$ cat src/rtl/rj45_serial_pkg.sv
// Shared types and constants for the RJ45 serial frame receiver.
package rj45_serial_pkg;

   typedef enum logic [1:0] {
      HUNT  = 2'd0,
      DATA  = 2'd1,
      CHECK = 2'd2
   } rx_state_t;

   localparam logic [15:0]  DEFAULT_SYNC_WORD      = 16'hA5C3;
   localparam int unsigned  DEFAULT_TIMEOUT_CYCLES = 1024;
   localparam int unsigned  CHECK_BITS             = 8;

   // XOR of the four bytes of a word; narrower words arrive zero-extended
   function automatic logic [7:0] byte_xor(input logic [31:0] word);
      logic [7:0] acc;
      acc = 8'h00;
      for (int i = 0; i < 4; i++) begin
         acc = acc ^ word[i*8 +: 8];
      end
      return acc;
   endfunction

endpackage

$ cat src/rtl/rj45_serial_sync_edge.sv
// Two-flop synchronizers for the remote bit clock and data, plus a registered
// rising-edge strobe with the data bit captured alongside it.
module rj45_serial_sync_edge (
   input  logic clk,
   input  logic reset,
   input  logic i_serial_clk,
   input  logic i_serial_data,
   output logic o_edge,
   output logic o_data
);

   logic [1:0] r_clk_sync;
   logic [1:0] r_data_sync;
   logic       r_clk_prev;
   logic       r_edge;
   logic       r_data;

   always_ff @(posedge clk or posedge reset) begin
      if (reset) begin
         r_clk_sync  <= 2'b00;
         r_data_sync <= 2'b00;
         r_clk_prev  <= 1'b0;
         r_edge      <= 1'b0;
         r_data      <= 1'b0;
      end else begin
         r_clk_sync  <= {r_clk_sync[0], i_serial_clk};
         r_data_sync <= {r_data_sync[0], i_serial_data};
         r_clk_prev  <= r_clk_sync[1];
         r_edge      <= r_clk_sync[1] & ~r_clk_prev;
         r_data      <= r_data_sync[1];
      end
   end

   assign o_edge = r_edge;
   assign o_data = r_data;

endmodule

$ cat src/rtl/rj45_serial_rx.sv
// Serial frame receiver: hunts for a sync word, deserialises NUM_CHANNELS
// words, then verifies a trailing byte-XOR checksum.
module rj45_serial_rx
   import rj45_serial_pkg::*;
#(
   parameter int unsigned DATA_WIDTH     = 32,
   parameter int unsigned NUM_CHANNELS   = 2,
   parameter logic [15:0] SYNC_WORD      = DEFAULT_SYNC_WORD,
   parameter int unsigned TIMEOUT_CYCLES = DEFAULT_TIMEOUT_CYCLES
) (
   input  logic                  clk,
   input  logic                  reset,
   input  logic                  serial_clk_in,
   input  logic                  serial_data_in,
   output logic [DATA_WIDTH-1:0] rx_data,
   output logic [3:0]            rx_channel,
   output logic                  rx_valid,
   output logic                  rx_startofpacket,
   output logic                  rx_endofpacket,
   output logic                  frame_error,
   output logic                  locked
);

   localparam int unsigned BIT_CNT_W = 6;
   localparam int unsigned IDLE_W    = $clog2(TIMEOUT_CYCLES + 1);

   rx_state_t             r_state;
   logic [15:0]           r_sync_shift;
   logic [DATA_WIDTH-1:0] r_word_shift;
   logic [BIT_CNT_W-1:0]  r_bit_cnt;
   logic [3:0]            r_channel;
   logic [7:0]            r_csum;
   logic [IDLE_W-1:0]     r_idle;
   logic [DATA_WIDTH-1:0] r_rx_data;
   logic [3:0]            r_rx_channel;
   logic                  r_rx_valid;
   logic                  r_sop;
   logic                  r_eop;
   logic                  r_frame_error;
   logic                  r_locked;

   logic                  w_edge;
   logic                  w_bit;
   logic [15:0]           w_sync_next;
   logic [DATA_WIDTH-1:0] w_word_next;
   logic [7:0]            w_word_csum;
   logic                  w_last_bit;
   logic                  w_last_chan;
   logic                  w_check_done;
   logic                  w_timeout;

   rj45_serial_sync_edge u_sync_edge (
      .clk          (clk),
      .reset        (reset),
      .i_serial_clk (serial_clk_in),
      .i_serial_data(serial_data_in),
      .o_edge       (w_edge),
      .o_data       (w_bit)
   );

   assign w_sync_next  = {r_sync_shift[14:0], w_bit};
   assign w_word_next  = {r_word_shift[DATA_WIDTH-2:0], w_bit};
   assign w_word_csum  = byte_xor(32'(w_word_next));
   assign w_last_bit   = (r_bit_cnt == BIT_CNT_W'(DATA_WIDTH - 1));
   assign w_last_chan  = (r_channel == 4'(NUM_CHANNELS - 1));
   assign w_check_done = (r_bit_cnt == BIT_CNT_W'(CHECK_BITS - 1));
   assign w_timeout    = (r_idle == IDLE_W'(TIMEOUT_CYCLES - 1));

   // Frame FSM; an edge always takes priority over the idle timeout
   always_ff @(posedge clk or posedge reset) begin
      if (reset) begin
         r_state       <= HUNT;
         r_sync_shift  <= '0;
         r_word_shift  <= '0;
         r_bit_cnt     <= '0;
         r_channel     <= '0;
         r_csum        <= '0;
         r_idle        <= '0;
         r_rx_data     <= '0;
         r_rx_channel  <= '0;
         r_rx_valid    <= 1'b0;
         r_sop         <= 1'b0;
         r_eop         <= 1'b0;
         r_frame_error <= 1'b0;
         r_locked      <= 1'b0;
      end else begin
         r_rx_valid    <= 1'b0;
         r_sop         <= 1'b0;
         r_eop         <= 1'b0;
         r_frame_error <= 1'b0;
         case (r_state)
            HUNT: begin
               r_idle <= '0;
               if (w_edge) begin
                  r_sync_shift <= w_sync_next;
                  if (w_sync_next == SYNC_WORD) begin
                     r_state   <= DATA;
                     r_bit_cnt <= '0;
                     r_channel <= '0;
                     r_csum    <= '0;
                  end
               end
            end
            DATA: begin
               if (w_edge) begin
                  r_idle       <= '0;
                  r_word_shift <= w_word_next;
                  if (w_last_bit) begin
                     r_bit_cnt    <= '0;
                     r_rx_data    <= w_word_next;
                     r_rx_channel <= r_channel;
                     r_rx_valid   <= 1'b1;
                     r_sop        <= (r_channel == 4'd0);
                     r_eop        <= w_last_chan;
                     r_csum       <= r_csum ^ w_word_csum;
                     if (w_last_chan) begin
                        r_state <= CHECK;
                     end else begin
                        r_channel <= r_channel + 4'd1;
                     end
                  end else begin
                     r_bit_cnt <= r_bit_cnt + BIT_CNT_W'(1);
                  end
               end else if (w_timeout) begin
                  r_frame_error <= 1'b1;
                  r_locked      <= 1'b0;
                  r_state       <= HUNT;
                  r_sync_shift  <= '0;
               end else begin
                  r_idle <= r_idle + IDLE_W'(1);
               end
            end
            CHECK: begin
               if (w_edge) begin
                  r_idle       <= '0;
                  r_word_shift <= w_word_next;
                  if (w_check_done) begin
                     if (w_word_next[7:0] == r_csum) begin
                        r_locked <= 1'b1;
                     end else begin
                        r_frame_error <= 1'b1;
                        r_locked      <= 1'b0;
                     end
                     r_state      <= HUNT;
                     r_sync_shift <= '0;
                     r_bit_cnt    <= '0;
                  end else begin
                     r_bit_cnt <= r_bit_cnt + BIT_CNT_W'(1);
                  end
               end else if (w_timeout) begin
                  r_frame_error <= 1'b1;
                  r_locked      <= 1'b0;
                  r_state       <= HUNT;
                  r_sync_shift  <= '0;
               end else begin
                  r_idle <= r_idle + IDLE_W'(1);
               end
            end
            default: r_state <= HUNT;
         endcase
      end
   end

   assign rx_data          = r_rx_data;
   assign rx_channel       = r_rx_channel;
   assign rx_valid         = r_rx_valid;
   assign rx_startofpacket = r_sop;
   assign rx_endofpacket   = r_eop;
   assign frame_error      = r_frame_error;
   assign locked           = r_locked;

endmodule

$ cat config.mk
export PLATFORM = sky130hd
export DESIGN_NAME = rj45_serial_rx
export DESIGN_NICKNAME = d
export VERILOG_FILES = /design/src/rtl/rj45_serial_pkg.sv /design/src/rtl/rj45_serial_sync_edge.sv /design/src/rtl/rj45_serial_rx.sv
export SDC_FILE = /design/constraint.sdc
export NUM_CORES = 1
export LEC_CHECK = 0
export CAP_MARGIN = 25
export CELL_PAD_IN_SITES_DETAIL_PLACEMENT = 1
export CELL_PAD_IN_SITES_GLOBAL_PLACEMENT = 1
export CORE_UTILIZATION = 31
export DETAILED_ROUTE_END_ITERATION = 6
export DONT_BUFFER_PORTS = 1
export PLACE_DENSITY_LB_ADDON = 0.1
export SYNTH_ARGS = -nofsm -noshare
export SYNTH_HDL_FRONTEND = slang
export SYNTH_SLANG_ARGS = --single-unit
$ cat constraint.sdc
create_clock -name clk -period 4.5 [get_ports clk]
set_clock_uncertainty 0.2 [all_clocks]
set_input_delay 0.675 -clock clk [delete_from_list [all_inputs] [get_ports clk]]
set_output_delay 0.675 -clock clk [all_outputs]
set_load 0.01 [all_outputs]
[Word level (Yosys, flattened, before mapping)]
Cells that the tools add are included.
Word-level totals
  word-level logic and storage cells: 120
  bits in registers: 126
  input bits: 4
Operators by class
  eq/ne operators: 19
  mux-type cells: 57
  bitwise operators: 6
  add/sub/neg operators: 3
  reduce and logical (&&, ||, !) cells: 16
Operator list (count)
  $mux W16: 5
  $pmux W16 S3: 1
  $mux W6: 6
  $mux W8: 4
  $xor A8 B8 Y8: 4
  $mux W11: 2
  $pmux W11 S2: 1
  $mux W4: 5
  $mux W1: 19
  $pmux W6 S3: 1
  $eq A16 B16 Y1 const B: 1
  $mux W2: 8
  $pmux W8 S2: 1
  $reduce_and A5 Y1: 3
  $add A11 B1 Y11 const B: 1
  $eq A11 B10 Y1 const B: 1
  $ne A3 B3 Y1 const B: 3
  $eq A8 B8 Y1: 1
  $ne A2 B2 Y1 const B: 4
  $pmux W4 S2: 1
  $add A6 B1 Y6 const B: 1
  $eq A6 B3 Y1 const B: 1
  $eq A6 B5 Y1 const B: 1
  $ne A2 B1 Y1 const B: 3
  18 further kinds: 23

[Longest topological paths before layout]
  depth after elaboration: 7
  mapped depth: 9

[Cells and area by module]
A second synthesis with hierarchy kept.
Second synthesis, totals
  cells, all modules: 454
  area total of the unflattened synthesis: 5611.6 µm²
Modules (own cells, without submodules)
  rj45_serial_rx: area an instance 5418.9 µm², cells each 445, instances 1
  rj45_serial_sync_edge: area an instance 192.7 µm², cells each 9, instances 1

[Worst setup path before layout]
OpenSTA, ideal clock, no wires.
  path type: register -> register
  start: register r_bit_cnt[0]
  end: register r_sync_shift[1]
  library setup time: 0.121 ns
  period minus slack after synthesis: 2.302 ns
  arrival: 1.981 ns
  stages on the path, launching flop included: 8
  data required time: 4.179 ns
  slack: 2.198 ns
  cell sequence: dfrtp_1 -> ha_1 -> nor4b_1 -> a21o_1 -> a31oi_1 -> a211o_1 -> clkbuf_1 -> a22o_1
Between the ends
  cells in the longest elaborated chain, start to end: 3
RTL lines
  from (decl): RTL line rj45_serial_rx.sv:30  | logic [BIT_CNT_W-1:0] r_bit_cnt;
  from (signal assigned): RTL line rj45_serial_rx.sv:122  | r_bit_cnt <= r_bit_cnt + BIT_CNT_W'(1);
  from (signal assigned): RTL line rj45_serial_rx.sv:148  | r_bit_cnt <= r_bit_cnt + BIT_CNT_W'(1);
  $eq A6 B3 Y1: RTL line rj45_serial_rx.sv:66  | assign w_check_done = (r_bit_cnt == BIT_CNT_W'(CHECK_BITS - 1));
  $ne A3 B3 Y1 (no line)
  $reduce_and A4 Y1 (no line)
  to (signal assigned): RTL line rj45_serial_rx.sv:95  | r_sync_shift <= w_sync_next;
  to (decl): RTL line rj45_serial_rx.sv:28  | logic [15:0] r_sync_shift;
Every way passes these cells.
A chain may end at the register's enable or synchronous reset.

[Worst setup path in the final report]
  start: register r_state[1]
  end: register r_channel[3]
Between the ends
  cells in the longest elaborated chain, start to end: 3
  elaborated cells between the ends (all ways): 10
  those cells by class: 6 x eq/ne; 1 x mux; 3 x reduce/logical
RTL lines
  from (decl): RTL line rj45_serial_rx.sv:27  | rx_state_t r_state;
  from (signal assigned): RTL line rj45_serial_rx.sv:72  | r_state <= HUNT;
  from (signal assigned): RTL line rj45_serial_rx.sv:97  | r_state <= DATA;
  from (signal assigned): RTL line rj45_serial_rx.sv:117  | r_state <= CHECK;
  $eq A2 B1 Y1 / $logic_not A2 Y1 (equally long branches): RTL line rj45_serial_rx.sv:91  | case (r_state)
  $ne A2 B2 Y1 (no line) (tied with other cells)
  $reduce_and A6 Y1 (no line)
  to (signal assigned): RTL line rj45_serial_rx.sv:119  | r_channel <= r_channel + 4'd1;
  to (decl): RTL line rj45_serial_rx.sv:31  | logic [3:0] r_channel;
Parallel ways exist; a longest one is shown, timed or not.

==> metrics.yaml <==
synthesis:
  seq_area_frac_synth_pct: 55.8
  synth_ff_type: "dfrtp_1"
  yosys_warnings: 0
  synth_area_sq_mm: 0.00560
  netlist.area_leader.share_pct: 55.8
  synth-edff-count: 0
  synthArstFlopShare_pct: 100
  synth.distinct_cells: 56
  synthCells: 469
  avgSynthCellArea_sq_um: 11.9
  synth.largest_area_cell: "dfrtp_1"
  ys_seq_elements: 125
  synth_area_leaders: "dfrtp_1 56%, mux2_2 13%, xnor2_1 3.8%, o21ai_0 2.8%, a22o_1 2.5%"
  syn_nets: 482
layout:
  final_nets: 487
  num-fill-cells: 1867
  antenna_cells: 0
  syn_to_final_growth_pct: 15.1
  layout-drive-gt1-share_pct: 22.9
global_route:
  overflow: 0
  grt_start_max_net_pins: 78
  grt_pass1_wl_microns: 21700
  antenna_found_initial: 0
  grt_pass1_vias: 4018
  grt_use_total_pct: 15.5
sta:
  slew_headroom_pct: 26.5
  finalCriticalPeriod_ps: 2970
  timing.fmax_mhz: 337
  rsz0062_at_grt: "false"
  fin_crit_sh_pct: 66.0
  fin_tns_setup_ps: 0
  maxSlewViolCount: 0
  setup_ws_ps: 1530
  worstMarginPinSlew_ps: 1070
  hold_violations: 0
  setup_viol: 0
clock_tree:
  cts_max_path_buffers: 2
  postCtsSetupRepairBufs: 0
  cts_root_buffer: "clkbuf_16"
  holdBufCountCts: 0
  clkLatencyLatePin_ps: 420
  clock-sinks: 125
  numCtsBuffers: 17
  htreeDepth: 4
  cts_tree: "done"
  path_clk_slew_ps: 60
  cts_resized: 0
power_and_ir_drop:
  powerDensity_mw_per_mm2: 401
  intPower_mw: 1.99
  p_sw_uw: 594
  leakage_nw: 2.98
  combPwrFrac_pct: 2.6
  max-vdd-ir-drop_mv: 0.255
  switching_share_pct: 22.9
  clkPwrFrac_pct: 51.9
  p_seq_share_pct: 45.5
worst_hold_path:
  worst_hold_path_type: "primary input to register"
  hp-start: "serial_data_in"
  hold_end: "u_sync_edge.r_data_sync[0]"
  hold_depth: 0
drt:
  drt-initial-drc-count: 153
  num_vias: 3623
  first_pass_iters: 4
  wire_per_inst_microns: 18.1
  drc: 0
  ant_nets: 0
  wirelength_microns: 12800
  via_per_inst: 5.11
place:
  place_hpwl_microns: 8510
  numPortBuffers: 0
  post-place-ws_ps: 1560
  gp_congestion: 0.783
critical_path:
  end_kind: "register"
  critPathLaunchType: "register"
  r2r-end: "r_channel[3]"
  path_max_fanout: 13
  r2r_start: "r_state[1]"
  ff2ff_path_depth: 7
  worstPathArrival_ps: 3120
  worstPathRequired_ps: 4650
  reg2reg_slack_ps: 1530
  crit_type: "register to register"
flow_run:
  cap_violations: 0
floorplan:
  boundaryPins: 45
  fp.dieArea_sq_mm: 0.0186
  start_util_pct: 32.1
  die_w_microns: 136
  core-area_sq_mm: 0.0175
  placementRows: 48
  die_h_microns: 136
run_status:
  status: "completed"
## Yosys cell counts (8+ instances only)
library cell / number
dfrtp_1: 125
mux2_2: 67
nand2_1: 37
o21ai_0: 31
xnor2_1: 24
nor2_1: 22
a22o_1: 16
clkbuf_1: 14
inv_1: 14
nand3_1: 11
a21oi_1: 9
ha_1: 9
xor2_1: 8
## cell usage in the layout (no fill, tap or decap), drive strengths merged, types with 4 or more instances in the layout
cell,instances
xnor2,24
ha,9
nand4,6
clkbuf,17
clkinv,4
mux2,67
nor2,22
a41oi,4
dfrtp,125
a22o,16
o31ai,5
and3,5
nand3,12
o21ai,35
a31oi,4
xor2,8
clkinvlp,4
nand2,37
buf,6
a21oi,9
nand2b,4
inv,16
## worst max-delay path, stage by stage (launching register included)
cell     delay [ps]
dfrtp_1         430
inv_1           100
ha_1            420
inv_1           320
o41a_1          490
or3_4           370
or4_1           480
nand3_1          90
## per-layer routing
metal | track usage (%) | vias to the layer above | share of wire [%]
met5 | 0 | - | 0
met4 | 5.68 | 0 | 1.4
met3 | 4.66 | 17 | 3.3
met2 | 24.7 | 45 | 49
met1 | 19.7 | 1871 | 46
li1 | - | 1690 | -
## stage by stage
| stage | area (sq um) | total power [mW] | hold slack, ps | util (%) | instances |
|---|---|---|---|---|---|
| 5_1_grt | 6450 | 2.69 | 52.0 | 36.9 | 709 |
| 3_5_place_dp | 5840 | 1.26 | 146 | 33.4 | 678 |
| 6_report | 6450 | 2.59 | 78.5 | 36.9 | 709 |
| 4_1_cts | 6410 | 2.63 | 57.8 | 36.7 | 707 |
| 2_1_floorplan | 5600 | 1.24 | 131 | - | 469 |
| 3_3_place_gp | 5840 | 1.26 | 137 | 33.4 | 678 |
## area by class of cell
cell class | instances | area (sq um) | share of cell area (%)
clock buffers | 17 | 425 | 6.60
clock inverters | 12 | 143 | 2.21
inverters | 14 | 55.1 | 0.854
multi-input cells | 309 | 2340 | 36.3
flip-flops and latches | 125 | 3130 | 48.5
well taps | 225 | 282 | 4.37
repair buffers | 7 | 75.1 | 1.16
## logic make-up after synthesis
kind of cell | Yosys count | synth area share (%)
compound gates | 94 | 11.3
xor+xnor | 32 | 5.00
fa+ha+maj | 9 | 2.01
buf+inv | 35 | 2.46
flops | 125 | 55.8
mux | 67 | 13.5
simple gates | 107 | 9.89
## flip-flops by register name, indices dropped and copies added (netlist names), 4 cells and up
name          cells
r_idle           11
r_channel         4
rx_channel        4
r_bit_cnt         6
r_csum            8
r_sync_shift     15
r_word_shift     31
rx_data          32
## worst max-delay path by stage
stage | end | start | cells past startpoint | slack [ps]
floorplan | frame_error | reset | 1 | 300
global placement | r_channel[3] | r_state[1] | 7 | 1670
detailed placement | r_channel[3] | r_state[1] | 7 | 1560
CTS | r_channel[3] | r_state[1] | 7 | 1540
global route | r_channel[3] | r_state[1] | 7 | 1370
finish | r_channel[3] | r_state[1] | 7 | 1530
## power by group through the flow
stage / logic (mW) / clock network (mW) / registers, mW
global route: 0.0769 / 1.44 / 1.18
detailed placement: 0.0662 / 0 / 1.20
floorplan: 0.0522 / 0 / 1.19
finish: 0.0671 / 1.34 / 1.18
CTS: 0.0663 / 1.39 / 1.18
global placement: 0.0637 / 0 / 1.20
No activity file was read; power rests on OpenSTA's default activity.
